$ cat config.mk
export PLATFORM = sky130hd
export DESIGN_NAME = btn_speed_ctrl
export DESIGN_NICKNAME = d
export VERILOG_FILES = /design/src/rtl/btn_speed_ctrl.sv
export SDC_FILE = /design/constraint.sdc
export NUM_CORES = 1
export LEC_CHECK = 0
export CORE_UTILIZATION = 25
export CTS_CLUSTER_DIAMETER = 120
export CTS_CLUSTER_SIZE = 16
export DETAILED_ROUTE_END_ITERATION = 6
export PLACE_DENSITY = 0.4
export SYNTH_ARGS = -nofsm -noshare
export SYNTH_HDL_FRONTEND = slang
export SYNTH_SLANG_ARGS = --single-unit
$ cat constraint.sdc
create_clock -name CLK -period 7.4 [get_ports CLK]
set_input_delay 1.48 -clock CLK [delete_from_list [all_inputs] [get_ports CLK]]
set_output_delay 1.48 -clock CLK [all_outputs]
set_load 0.01 [all_outputs]
$ cat src/rtl/btn_speed_ctrl.sv
// Button-driven speed controller: saturating speed level with press lockout,
// prescaler and one-hot LED chaser. Optional SPEED_WRAP_EN makes the level wrap.
module btn_speed_ctrl #(
  parameter int unsigned BASE_TICKS    = 13_500_000,
  parameter int unsigned NUM_LEVELS    = 8,
  parameter int unsigned LOCKOUT_TICKS = 2_700_000,
  parameter int unsigned LED_W         = 6
) (
  input  logic                          CLK,
  input  logic                          RESET,
  input  logic                          iBtnUp,
  input  logic                          iBtnDn,
  input  logic                          iRun,
  output logic [LED_W-1:0]              oLed,
  output logic [$clog2(NUM_LEVELS)-1:0] oLevel,
  output logic                          oTick,
  output logic                          oBusy
);

  localparam int unsigned LVL_W = $clog2(NUM_LEVELS);
  localparam int unsigned PRE_W = $clog2(BASE_TICKS + 1);
  localparam int unsigned LCK_W = (LOCKOUT_TICKS > 1) ? $clog2(LOCKOUT_TICKS) : 1;
  localparam logic [LVL_W-1:0] LVL_MAX  = LVL_W'(NUM_LEVELS - 1);
  localparam logic [PRE_W-1:0] BASE_P   = PRE_W'(BASE_TICKS);
  localparam logic [LCK_W-1:0] LCK_LOAD = LCK_W'((LOCKOUT_TICKS == 0) ? 0 : LOCKOUT_TICKS - 1);

  typedef enum logic {STOP = 1'b0, RUN = 1'b1} state_e;

  state_e             state, stateNext;
  logic [PRE_W-1:0]   presc, prescNext;
  logic [PRE_W-1:0]   period;
  logic [LCK_W-1:0]   lockCnt, lockNext;
  logic [LED_W-1:0]   ledNext;
  logic [LVL_W-1:0]   levelNext;
  logic               tickNext, busyNext, accept;

  assign period = BASE_P >> oLevel;
  assign accept = (iBtnUp | iBtnDn) & ~oBusy;

  // Next-state, chaser and level/lockout update
  always_comb begin
    stateNext = state;
    prescNext = presc;
    ledNext   = oLed;
    tickNext  = 1'b0;
    levelNext = oLevel;
    busyNext  = oBusy;
    lockNext  = lockCnt;

    case (state)
      STOP: begin
        prescNext = '0;
        if (iRun) stateNext = RUN;
      end
      RUN: begin
        if (!iRun) begin
          stateNext = STOP;
          prescNext = '0;
        end else if (presc >= period - PRE_W'(1)) begin
          // >= so a level raise past the current count steps immediately
          prescNext = '0;
          tickNext  = 1'b1;
          ledNext   = {oLed[LED_W-2:0], oLed[LED_W-1]};
        end else begin
          prescNext = presc + PRE_W'(1);
        end
      end
      default: stateNext = STOP;
    endcase

    if (accept) begin
      if (LOCKOUT_TICKS != 0) begin
        busyNext = 1'b1;
        lockNext = LCK_LOAD;
      end
      if (iBtnUp && !iBtnDn) begin
        if (oLevel == LVL_MAX) begin
`ifdef SPEED_WRAP_EN
          levelNext = '0;
`else
          levelNext = LVL_MAX;
`endif
        end else begin
          levelNext = oLevel + LVL_W'(1);
        end
      end else if (iBtnDn && !iBtnUp) begin
        if (oLevel == '0) begin
`ifdef SPEED_WRAP_EN
          levelNext = LVL_MAX;
`else
          levelNext = '0;
`endif
        end else begin
          levelNext = oLevel - LVL_W'(1);
        end
      end
    end else if (oBusy) begin
      if (lockCnt == '0) busyNext = 1'b0;
      else               lockNext = lockCnt - LCK_W'(1);
    end
  end

  // State and output registers
  always_ff @(posedge CLK) begin
    if (RESET) begin
      state   <= STOP;
      presc   <= '0;
      lockCnt <= '0;
      oLed    <= LED_W'(1);
      oLevel  <= '0;
      oTick   <= 1'b0;
      oBusy   <= 1'b0;
    end else begin
      state   <= stateNext;
      presc   <= prescNext;
      lockCnt <= lockNext;
      oLed    <= ledNext;
      oLevel  <= levelNext;
      oTick   <= tickNext;
      oBusy   <= busyNext;
    end
  end

endmodule
==> results_dict.tcl <==
set metrics [dict create \
    clkPwrFrac_pct 45.2 \
    ioPinCount 16 \
    ys_types 51 \
    cts_setup_buffers 0 \
    synth_flop_cell "dfxtp_1" \
    yosysTopAreaCell "dfxtp_1" \
    grt_max_degree 30 \
    period_needed_ps 4100 \
    drtIter0Drc 153 \
    worstHoldStart "lockCnt[10]" \
    powerDensity_nw_per_um2 209 \
    syn_nets 449 \
    status "completed" \
    root_buffer "clkbuf_16" \
    drtPass1Iterations 4 \
    dieArea_um2 14200 \
    avgSynthCellArea_um2 8.40 \
    wl_per_cell_um 13.3 \
    die_h_um 119 \
    grt_pass1_wl_um 13300 \
    cts_sinks 58 \
    fin_crit_sh_pct 55.3 \
    num_antenna_cells 0 \
    power.internal_uw 613 \
    peakVddDrop_mv 0.0984 \
    worstHoldPathCells 2 \
    path_class "reg -> reg" \
    leakage_uw 0.00154 \
    drc 0 \
    maxCapViolCount 0 \
    yosys.area_share.adder_pct 13.1 \
    ant_nets 0 \
    critPathRequiredTime_ps 7590 \
    r2r_setup_slack_ps 3300 \
    synthXorXnorAreaFrac_pct 9.46 \
    synth-compound-area-share_pct 11.7 \
    async_reset_ff_share_pct 0 \
    timing.rr.start "oLevel[1]" \
    routed_wl_um 7920 \
    drive_above_1_share_pct 6.18 \
    hold_buffers 0 \
    fp-row-count 42 \
    slew_viol_final 0 \
    reg2regPathDepth 13 \
    first_global_vias 2655 \
    grt-ovfl-total 0 \
    hpwl_um 5740 \
    finalClockSkew_ps 6.84 \
    worstPathMaxFanout 24 \
    hold_end "lockCnt[10]" \
    tightest_slew_ps 931 \
    synth_top_family_by_area "simple AND/OR/NAND/NOR gates" \
    yosysWarnings 0 \
    final_nets 458 \
    hold_viol_final 0 \
    cts_max_path_buffers 2 \
    cts_tree "yes" \
    maxSlewHeadroom_pct 37.7 \
    place_congestion 0.744 \
    grt_usage_pct 11.8 \
    synthTopCellsByArea "dfxtp_1 34%, ha_1 13%, xor2_1 6.6%" \
    synth-edff-count 0 \
    max_freq_ghz 0.244 \
    layout_common_cells "58 x dfxtp_1, 50 x nor2_1, 36 x ha_1, 32 x nand2_1" \
    yosys.area_share.simple_pct 25.3 \
    final_common_cell "dfxtp_1" \
    combPwrFrac_pct 14.1 \
    end_kind "register" \
    start_util_pct 25.8 \
    synth.area.mux_share_pct 2.37 \
    ctsHtreeMaxLevel 3 \
    ys_seq_area_share_pct 33.9 \
    antenna_found_initial 0 \
    r2r_end "presc[6]" \
    hp-class "reg -> reg" \
    vias 2779 \
    cts_resized 0 \
    fin_tns_setup_ps 0 \
    syn_to_final_growth_pct 16.9 \
    port_buffers 15 \
    synth_top_area_share_pct 33.9 \
    cp.arrival_ps 4290 \
    syn_inst 408 \
    swShare_pct 26.6 \
    startpoint_type "register" \
    cts.clk_slew.worst_paths_ps 50 \
    numCtsBuffers 9 \
    clk_latency_ps 320 \
    vias_per_cell 4.65 \
    hold_ws_ps 480 \
    crit_start "oLevel[1]" \
    p_seq_share_pct 40.7 \
    dieWidth_um 119 \
    switching_power_uw 222 \
    rsz0062_at_grt "no" \
    syn_area_um2 3430 \
    core_area_um2 13300 \
    ys_seq_elements 58 \
    setup_viol 0 \
]
==> synthesized netlist by cell type, drive strengths merged (2+ instances only) <==
| cell type | n |
|---|---|
| nand4 | 11 |
| ha | 36 |
| buf | 4 |
| xnor2 | 11 |
| and4 | 4 |
| and3 | 11 |
| nor2 | 50 |
| nor2b | 5 |
| inv | 17 |
| nor4 | 6 |
| nand3 | 16 |
| a221oi | 2 |
| a31o | 4 |
| dfxtp | 58 |
| a31oi | 3 |
| clkbuf | 14 |
| a21o | 2 |
| nor3 | 8 |
| a21oi | 27 |
| and2 | 3 |
| nand2b | 9 |
| a211oi | 2 |
| xor2 | 26 |
| mux2i | 7 |
| or4 | 4 |
| nor3b | 3 |
| or3 | 3 |
| o211ai | 2 |
| o21ai | 16 |
| nand2 | 32 |
==> logic make-up after synthesis <==
group,count (synthesis)
compound gates,65
other cells,1
flops,58
xor+xnor,37
simple gates,168
buf+inv,35
fa+ha+maj,36
mux,8
==> through the flow <==
stage,total power (µW),utilization [%],cells,setup WS (ps),instance area [µm²]
after floorplan,431,-,408,3760,3430
after global routing,882,30.1,597,2900,4000
final,835,30.1,597,3300,4000
after global placement,463,28.1,582,3290,3730
after CTS,849,30.1,597,3300,4000
after detailed placement,464,28.1,582,3300,3730
==> worst max-delay path: stages, from the launching register on <==
cell,delay [ps]
dfxtp_1,650
inv_1,240
ha_1,490
inv_1,140
nand2_1,70
o21ai_0,70
o21ai_0,130
o21ai_0,130
ha_1,320
nand4_1,130
or4_1,600
a2111o_1,470
nand3_2,410
nor2_1,110
==> how the worst max path moves through the flow <==
| stage | to | slack, ps | cells past startpoint |
|---|---|---|---|
| finish | presc[6] | 3300 | 13 |
| global route | presc[16] | 2900 | 13 |
| CTS | presc[6] | 3300 | 13 |
| detailed placement | presc[6] | 3300 | 13 |
| global placement | presc[19] | 3290 | 13 |
| floorplan | presc[17] | 3760 | 16 |
==> cell type report <==
type                       instances  area, µm²
fill                            1403       9290
multi-input combinational        315       2130
sequential                        58       1160
clock buffer                      12        256
tap                              176        220
timing repair buffer              16        158
inverter                          17       63.8
clock inverter                     3       15.0
==> power groups by stage <==
| stage | logic (µW) | registers [µW] | clock network (µW) |
|---|---|---|---|
| after floorplan | 89.8 | 341 | 0 |
| after global placement | 117 | 346 | 0 |
| after detailed placement | 117 | 346 | 0 |
| after CTS | 118 | 340 | 392 |
| after global routing | 134 | 341 | 406 |
| final | 117 | 340 | 378 |
==> routing by layer <==
metal  wire (µm)  track usage (%)
met1        4110             15.9
met2        3490             18.0
met3         217             2.92
met4          97             4.51
met5           0                0
==> flip-flops by register name (all words and copies together), names as in the netlist <==
| register | cells |
|---|---|
| oTick | 1 |
| lockCnt | 22 |
| state | 1 |
| oLevel | 3 |
| presc | 24 |
| oLed | 6 |
| oBusy | 1 |
(Power assumes the default switching activity.)
